--- src/rtl/uart_baud_pkg.sv ---
// Shared types and rate table for the UART baud generator.
//   baud_sel_t  : 3-bit rate code (000=300 ... 111=115200)
//   baud_rate() : rate code -> baud in bits per second
//   baud_step() : per-clock phase increment, baud x oversample
package uart_baud_pkg;

  typedef logic [2:0] baud_sel_t;

  localparam int unsigned NUM_RATES      = 8;
  localparam int unsigned MAX_BAUD       = 115_200;
  localparam int unsigned MIN_OVERSAMPLE = 2;
  localparam int unsigned MAX_OVERSAMPLE = 64;

  // Rate code to baud.
  function automatic int unsigned baud_rate(input baud_sel_t sel);
    int unsigned rate;
    case (sel)
      3'd0:    rate = 32'd300;
      3'd1:    rate = 32'd1_200;
      3'd2:    rate = 32'd4_800;
      3'd3:    rate = 32'd9_600;
      3'd4:    rate = 32'd19_200;
      3'd5:    rate = 32'd38_400;
      3'd6:    rate = 32'd57_600;
      default: rate = 32'd115_200;
    endcase
    return rate;
  endfunction

  // Accumulator increment: one sample tick per CLK_FREQ_HZ of accumulated phase.
  function automatic int unsigned baud_step(input baud_sel_t sel, input int unsigned oversample);
    return baud_rate(sel) * oversample;
  endfunction

endpackage

--- src/rtl/baud_phase_acc.sv ---
// Fractional phase accumulator producing the raw oversampling tick.
//   clk, reset   : clock, asynchronous active-low reset
//   enable       : advance the phase; low holds it
//   clear        : restart from phase zero (wins over enable)
//   step         : phase increment per clock
//   tick_c       : combinational, high when this edge crosses a modulus boundary
module baud_phase_acc #(
  parameter int unsigned CLK_FREQ_HZ = 50_000_000,
  parameter int unsigned ACC_W       = 27
) (
  input  logic             clk,
  input  logic             reset,
  input  logic             enable,
  input  logic             clear,
  input  logic [ACC_W-1:0] step,
  output logic             tick_c
);

  localparam logic [ACC_W-1:0] MODULUS = ACC_W'(CLK_FREQ_HZ);

  logic [ACC_W-1:0] acc;
  logic [ACC_W-1:0] acc_sum_c;
  logic [ACC_W-1:0] acc_next_c;
  logic             wrap_c;

  // Add, compare against the modulus, subtract on wrap.
  always_comb begin
    acc_sum_c  = acc + step;
    wrap_c     = (acc_sum_c >= MODULUS);
    acc_next_c = acc_sum_c;
    if (wrap_c) begin
      acc_next_c = acc_sum_c - MODULUS;
    end
    tick_c = enable && !clear && wrap_c;
  end

  // Phase register.
  always_ff @(posedge clk or negedge reset) begin
    if (!reset) begin
      acc <= '0;
    end else if (clear) begin
      acc <= '0;
    end else if (enable) begin
      acc <= acc_next_c;
    end
  end

endmodule

--- src/rtl/baud_rate_generator.sv ---
// UART baud generator: oversampling, mid-bit and bit-rate strobes from a
// fractional phase accumulator, with rate-change and resync restart.
//   clk, reset    : clock, asynchronous active-low reset
//   enable        : run; low holds phase and suppresses strobes
//   resync        : restart bit timing from phase zero
//   baud_select   : rate code, registered internally
//   sample_ENABLE : one-cycle strobe at baud x OVERSAMPLE
//   mid_ENABLE    : strobe on sample tick OVERSAMPLE/2 of each bit
//   tx_ENABLE     : strobe on sample tick OVERSAMPLE of each bit
module baud_rate_generator
  import uart_baud_pkg::*;
#(
  parameter int unsigned CLK_FREQ_HZ = 50_000_000,
  parameter int unsigned OVERSAMPLE  = 16
) (
  input  logic       clk,
  input  logic       reset,
  input  logic       enable,
  input  logic       resync,
  input  logic [2:0] baud_select,
  output logic       sample_ENABLE,
  output logic       mid_ENABLE,
  output logic       tx_ENABLE
);

  localparam int unsigned ACC_W  = $clog2(CLK_FREQ_HZ + MAX_BAUD * OVERSAMPLE) + 1;
  localparam int unsigned TCNT_W = $clog2(OVERSAMPLE);
  localparam logic [TCNT_W-1:0] MID_LAST = TCNT_W'(OVERSAMPLE / 2 - 1);
  localparam logic [TCNT_W-1:0] BIT_LAST = TCNT_W'(OVERSAMPLE - 1);

  // Parameter sanity: power-of-two oversample in range, at most one tick per clock.
  if ((OVERSAMPLE < MIN_OVERSAMPLE) || (OVERSAMPLE > MAX_OVERSAMPLE) ||
      ((OVERSAMPLE & (OVERSAMPLE - 1)) != 0)) begin : g_bad_oversample
    $error("baud_rate_generator: OVERSAMPLE must be a power of two in 2..64");
  end
  if (CLK_FREQ_HZ <= MAX_BAUD * OVERSAMPLE) begin : g_bad_clk_freq
    $error("baud_rate_generator: CLK_FREQ_HZ must exceed 115200 x OVERSAMPLE");
  end

  baud_sel_t         bsel_q;
  logic [TCNT_W-1:0] tcnt;
  logic [TCNT_W-1:0] tcnt_next_c;
  logic [ACC_W-1:0]  step_c;
  logic              baud_change_c;
  logic              clear_c;
  logic              tick_c;
  logic              sample_next_c;
  logic              mid_next_c;
  logic              tx_next_c;

  // Restart conditions; STEP follows the registered code so a new rate starts
  // on the edge after the clear.
  always_comb begin
    baud_change_c = (baud_sel_t'(baud_select) != bsel_q);
    clear_c       = baud_change_c || resync;
    step_c        = ACC_W'(baud_step(bsel_q, OVERSAMPLE));
  end

  baud_phase_acc #(
    .CLK_FREQ_HZ (CLK_FREQ_HZ),
    .ACC_W       (ACC_W)
  ) u_phase_acc (
    .clk    (clk),
    .reset  (reset),
    .enable (enable),
    .clear  (clear_c),
    .step   (step_c),
    .tick_c (tick_c)
  );

  // Tick position within the bit and strobe decode; tick_c is already
  // suppressed on clear and when disabled.
  always_comb begin
    tcnt_next_c   = tcnt;
    sample_next_c = tick_c;
    mid_next_c    = tick_c && (tcnt == MID_LAST);
    tx_next_c     = tick_c && (tcnt == BIT_LAST);
    if (clear_c) begin
      tcnt_next_c = '0;
    end else if (tick_c) begin
      tcnt_next_c = tcnt + TCNT_W'(1);
    end
  end

  // Rate register, tick counter and output strobes.
  always_ff @(posedge clk or negedge reset) begin
    if (!reset) begin
      bsel_q        <= 3'b000;
      tcnt          <= '0;
      sample_ENABLE <= 1'b0;
      mid_ENABLE    <= 1'b0;
      tx_ENABLE     <= 1'b0;
    end else begin
      bsel_q        <= baud_sel_t'(baud_select);
      tcnt          <= tcnt_next_c;
      sample_ENABLE <= sample_next_c;
      mid_ENABLE    <= mid_next_c;
      tx_ENABLE     <= tx_next_c;
    end
  end

endmodule

--- config.mk ---
export PLATFORM = sky130hd
export DESIGN_NAME = baud_rate_generator
export DESIGN_NICKNAME = d
export VERILOG_FILES = /design/src/rtl/uart_baud_pkg.sv /design/src/rtl/baud_phase_acc.sv /design/src/rtl/baud_rate_generator.sv
export SDC_FILE = /design/constraint.sdc
export NUM_CORES = 1
export LEC_CHECK = 0
export BUFFER_PORTS_ARGS = -buffer_cell sky130_fd_sc_hd__buf_2
export CAP_MARGIN = 10
export CORE_AREA = 2 2 89 91
export DETAILED_ROUTE_END_ITERATION = 16
export DIE_AREA = 0 0 91 93
export GPL_TIMING_DRIVEN = 0
export PLACE_DENSITY = 0.65
export SYNTH_ARGS = -nofsm -noshare
export SYNTH_HDL_FRONTEND = slang
export SYNTH_HIERARCHICAL = 1
export SYNTH_SLANG_ARGS = --single-unit
--- constraint.sdc ---
create_clock -name clk -period 9.6 [get_ports clk]
set_input_delay 0.48 -clock clk [delete_from_list [all_inputs] [get_ports clk]]
set_output_delay 0.48 -clock clk [all_outputs]
set_load 0.01 [all_outputs]
* Word level (Yosys, flattened, before mapping)
Cells that the tools add are included.
Storage, ports and cells: input bits 7, word-level logic and storage cells 34, output and inout bits 3, flip-flop bits (word level) 37
Cells by class: reductions and logical operators 9, multiplexer cells 6, equality and inequality tests 9, order comparisons 1, add/subtract/negate cells 3
Operator list (number):
- $pmux 17 s7 | 1
- $mux 27 | 3
- $add 27x21->27 | 1
- $ge 27x26->1 const B | 1
- $sub 27x26->27 const B | 1
- $eq 3x3->1 const B | 3
- $mux 4 | 2
- $eq 3x2->1 const B | 2
- $add 4x1->4 const B | 1
- $eq 4x3->1 const B | 1
- $eq 4x4->1 const B | 1
- $logic_and 1x1->1 | 4
- $reduce_bool 2->1 | 2
- $eq 3x1->1 const B | 1
- $logic_not 3->1 | 1
- $ne 3x3->1 | 1
- $logic_not 1->1 | 1
- $logic_or 1x1->1 | 1

* Depth between registers and ports, before layout
depth in word-level cells 7, depth in mapped cells 20

* Cells and area by module
The synthesis kept the hierarchy.
Modules (own cells, without submodules):
- baud_phase_acc | cells an instance 390, seq. area each 675.6 um2, instances 1, area an instance 3144.3 um2
- baud_rate_generator | cells an instance 54, seq. area each 250.2 um2, instances 1, area an instance 519.2 um2

* Worst setup path after synthesis
No wires, ideal clock.
kind reg2reg, from reg bsel_q[0], to reg tcnt[3], buffers on the path 3, period minus slack after synthesis 4.187 ns, arrival time 4.069 ns, setup slack 5.413 ns, cell stages (with the launch flop) 21, library setup time 0.119 ns, cells stage by stage dfrtp_1 > buf_2 > or2b_1 > nor2_1 > nor2_1 > ha_1 > buf_2 > a21oi_1 > o21ai_1 > a211o_1 > a21oi_1 > o21ai_0 > xnor2_1 > nor4_2 > o211ai_4 > and2_4 > buf_6 > nor2_1 > nand4_1 > xnor2_1 > nor2_1
Between the ends: word-level cells in the longest chain between the ends 6
RTL lines:
- from (decl) | line baud_rate_generator.sv:40 | baud_sel_t bsel_q;
- from (signal assigned) | line baud_rate_generator.sv:94 | bsel_q <= baud_sel_t'(baud_select);
- $eq 3x3->1, or another cell as far along | line uart_baud_pkg.sv:17 | case (sel)
- $pmux 17 s7 (*) | line uart_baud_pkg.sv:17
- net step_c[10] | line baud_rate_generator.sv:43 | logic [ACC_W-1:0] step_c;
- $add 27x21->27 (*) | line baud_phase_acc.sv:28 | acc_sum_c = acc + step;
- $ge 27x26->1 (*) | line baud_phase_acc.sv:29 | wrap_c = (acc_sum_c >= MODULUS);
- $logic_and 1x1->1 (*) | line baud_phase_acc.sv:34 | tick_c = enable && !clear && wrap_c;
- net sample_next_c | line baud_rate_generator.sv:47 | logic sample_next_c;
- $reduce_bool 2->1 (no source line) (*)
- to (signal assigned) | line baud_rate_generator.sv:95 | tcnt <= tcnt_next_c;
- to (decl) | line baud_rate_generator.sv:41 | logic [TCNT_W-1:0] tcnt;
The timed path passes the listed nets; every way through them passes the cells marked *. A chain may end at the register's enable or synchronous reset.

* Worst setup path after layout
from reg bsel_q[2], to reg tcnt[3]
Same word-level chain as after synthesis.

==> results.yml <==
global_routing:
  grt_pass1_vias: 3224
  track_usage: 0.238
  grt_max_degree: 38
  grt_pass1_wl_um: 16100
  grt_antenna_before_repair: 0
  grt_overflow: 0
worst_setup_path:
  r2r_end: "tcnt[3]"
  start_kind: "flop"
  required_ns: 9.80
  arrival_ns: 5.34
  slowest_stage: "o31ai_1"
  crit_type: "flop to flop"
  crit_chain: "clkbuf_1 > nor2_1 > ha_1 > buf_2 > a21oi_2 > o21ai_1 > a211o_1 > a32oi_1 > nand3_1 > o31ai_1 > a21o_2 > o211ai_4 > and2_4 > buf_6 > nor2_1 > nand4_1 > xnor2_1 > nor2_1"
  crit_family: "compound AO/OA/AOI/OAI gates"
  crit_end: "tcnt[3]"
  r2r_cells: 18
  crit_top_cell: "nor2_1"
  rrSetupSlack_ns: 4.45
  cp-end-kind: "flop"
  r2r_start: "bsel_q[2]"
  cp.depth: 18
  cp-startpoint: "bsel_q[2]"
  cp_max_fo: 10
  crit_buf_inv: 3
  crit_path_max_incr_delay_ns: 0.58
routing:
  drtIter0Drc: 207
  num_vias: 3408
  drt_wl_total_um: 9750
  via_per_inst: 5.93
  postRouteAntennaNets: 0
  route.detailed.drc: 0
  wire_per_inst_um: 17.0
  first_pass_iters: 5
sta:
  period_needed_ns: 5.15
  setup_ws_ns: 4.45
  tightestPinTransition_ns: 0.846
  whs_ns: 0.277
  max_freq_mhz: 194
  slew_headroom: 0.436
  final_max_slew_viol_count: 0
  fin_setup_tns_ns: 0
  clock_skew_ns: 0.00588
  rsz0062_at_grt: "no"
  hold_viol: 0
  setup_viol: 0
  period_share: 0.536
synthesis:
  yosysSeqAreaShare: 0.253
  async_reset_ff_frac: 1.00
  netlist_area_um2: 3660
  ys.flop_type: "dfrtp_1"
  synth_top_area_share: 0.253
  ys_warn_count: 6
  netlist_instances: 444
  avgSynthCellArea_um2: 8.25
  synth.distinct_cells: 71
  yosys-top-cells-count: "58 x nor2_1, 38 x a21oi_1, 37 x dfrtp_1"
  synth-seq-cells: 37
  synthTopCellsByArea: "dfrtp_1 25%, ha_1 9.6%, xnor2_1 6.2%, nor2_1 5.9%, a21oi_1 5.2%"
  yosys.area.top_type: "dfrtp_1"
  synth_edf_count: 0
  yosysMostFrequentCell: "nor2_1"
die:
  ios: 10
  core_um2: 7530
  fp.dieW_um: 91
  die-area_um2: 8460
  start_util: 0.487
  die_y_um: 93
  rows: 32
cells_and_area:
  utilization: 0.530
  nets: 508
  fin_cells: 575
  drive_gt1_frac: 0.101
  finalInstanceArea_um2: 3990
  n_antenna_cell: 0
  final-seq-area_um2: 926
  syn_to_final_growth_pct: 8.81
  multi_input_area_um2: 2630
  fillerInstances: 768
place:
  placed_cell_area_um2: 3880
  dpl.cell_count: 567
  post-dp-hpwl_um: 7700
  gp_congestion: 0.943
  pre_cts_slack_ns: 4.62
  io_buffers: 9
run:
  maxCapViolations: 0
clock_network:
  cts_sinks: 37
  tritoncts: "built"
  cts_buffers: 5
  ctsHtreeMaxLevel: 2
  post_cts_resized: 0
  clk_latency_ns: 0.30
  cts_buffer_depth: 2
  clk_pin_slew_worst_paths_ns: 0.08
  ctsHoldBuffers: 0
  root_buffer: "clkbuf_8"
  postCtsSetupBuffers: 0
min_path:
  hold_path_class: "input pin to async pin"
power_and_ir_drop:
  vdd_drop_max_uv: 65.3
  leakage_nw: 1.76
  power.total_mw: 0.405
  p_per_area_nw_per_um2: 102
status:
  outcome: "finished clean"
-- routing by layer --
metal  track usage  share of wire  vias up
met5             0              0        -
met4        0.0960          0.032        0
met3        0.0234          0.042       19
met2         0.391           0.46       92
met1         0.323           0.47     1612
li1              -              -     1685
-- logic make-up (layout without fill, tap and decap cells) --
group | Yosys count | after routing | synth area share
buf+inv | 35 | 52 | 0.0427
xor+xnor | 42 | 42 | 0.100
mux | 9 | 9 | 0.0246
compound gates | 135 | 135 | 0.271
other cells | 1 | 13 | 0.00102
flops | 37 | 37 | 0.253
fa+ha+maj | 29 | 29 | 0.101
simple gates | 156 | 156 | 0.206
-- layout by cell type (no fill, tap or decap), types with 4 or more instances in the layout --
master     n
a21o_1     6
o21ai_1    6
xnor2_1   26
nor3_1    10
o21ai_0   13
dfrtp_1   37
nand3_1   10
nand2_1   30
and3_1     4
xor2_1    16
clkbuf_1  12
clkbuf_8   7
or3_1      6
a211oi_1  16
inv_1     11
buf_2     16
and2_1     6
a21oi_1   38
mux2i_1    9
conb_1    13
nand4_1    8
nor2_1    58
ha_1      28
-- flip-flops by register name, summed over array words and instances, names as in the netlist --
signal,count
bsel_q,3
sample_ENABLE,1
tcnt,4
mid_ENABLE,1
u_phase_acc/acc,27
tx_ENABLE,1
-- worst min path at each step --
| stage | to | slack [ns] | cells past startpoint |
|---|---|---|---|
| after floorplan | bsel_q[0] | 0.18 | 0 |
| after global placement | mid_ENABLE | 0.41 | 1 |
| after detailed placement | mid_ENABLE | 0.42 | 1 |
| after CTS | bsel_q[0] | 0.30 | 1 |
| after global routing | bsel_q[0] | 0.30 | 1 |
| final | u_phase_acc/acc[12] | 0.28 | 1 |
-- where the power goes --
part           switching (mW)  internal [mW]  total, mW
combinational          0.0738         0.0416      0.115
sequential            0.00227          0.159      0.161
clock                  0.0626         0.0664      0.129
total                   0.139          0.267      0.405
-- layout make-up --
cell class,count,area share
repair buffers,9,0.0113
flip-flops and latches,37,0.232
well taps,102,0.0320
clock inverters,1,0.00220
multi-input cells,384,0.659
plain buffers,24,0.0289
inverters,11,0.0104
clock buffers,7,0.0242
(Power assumes the default switching activity.)
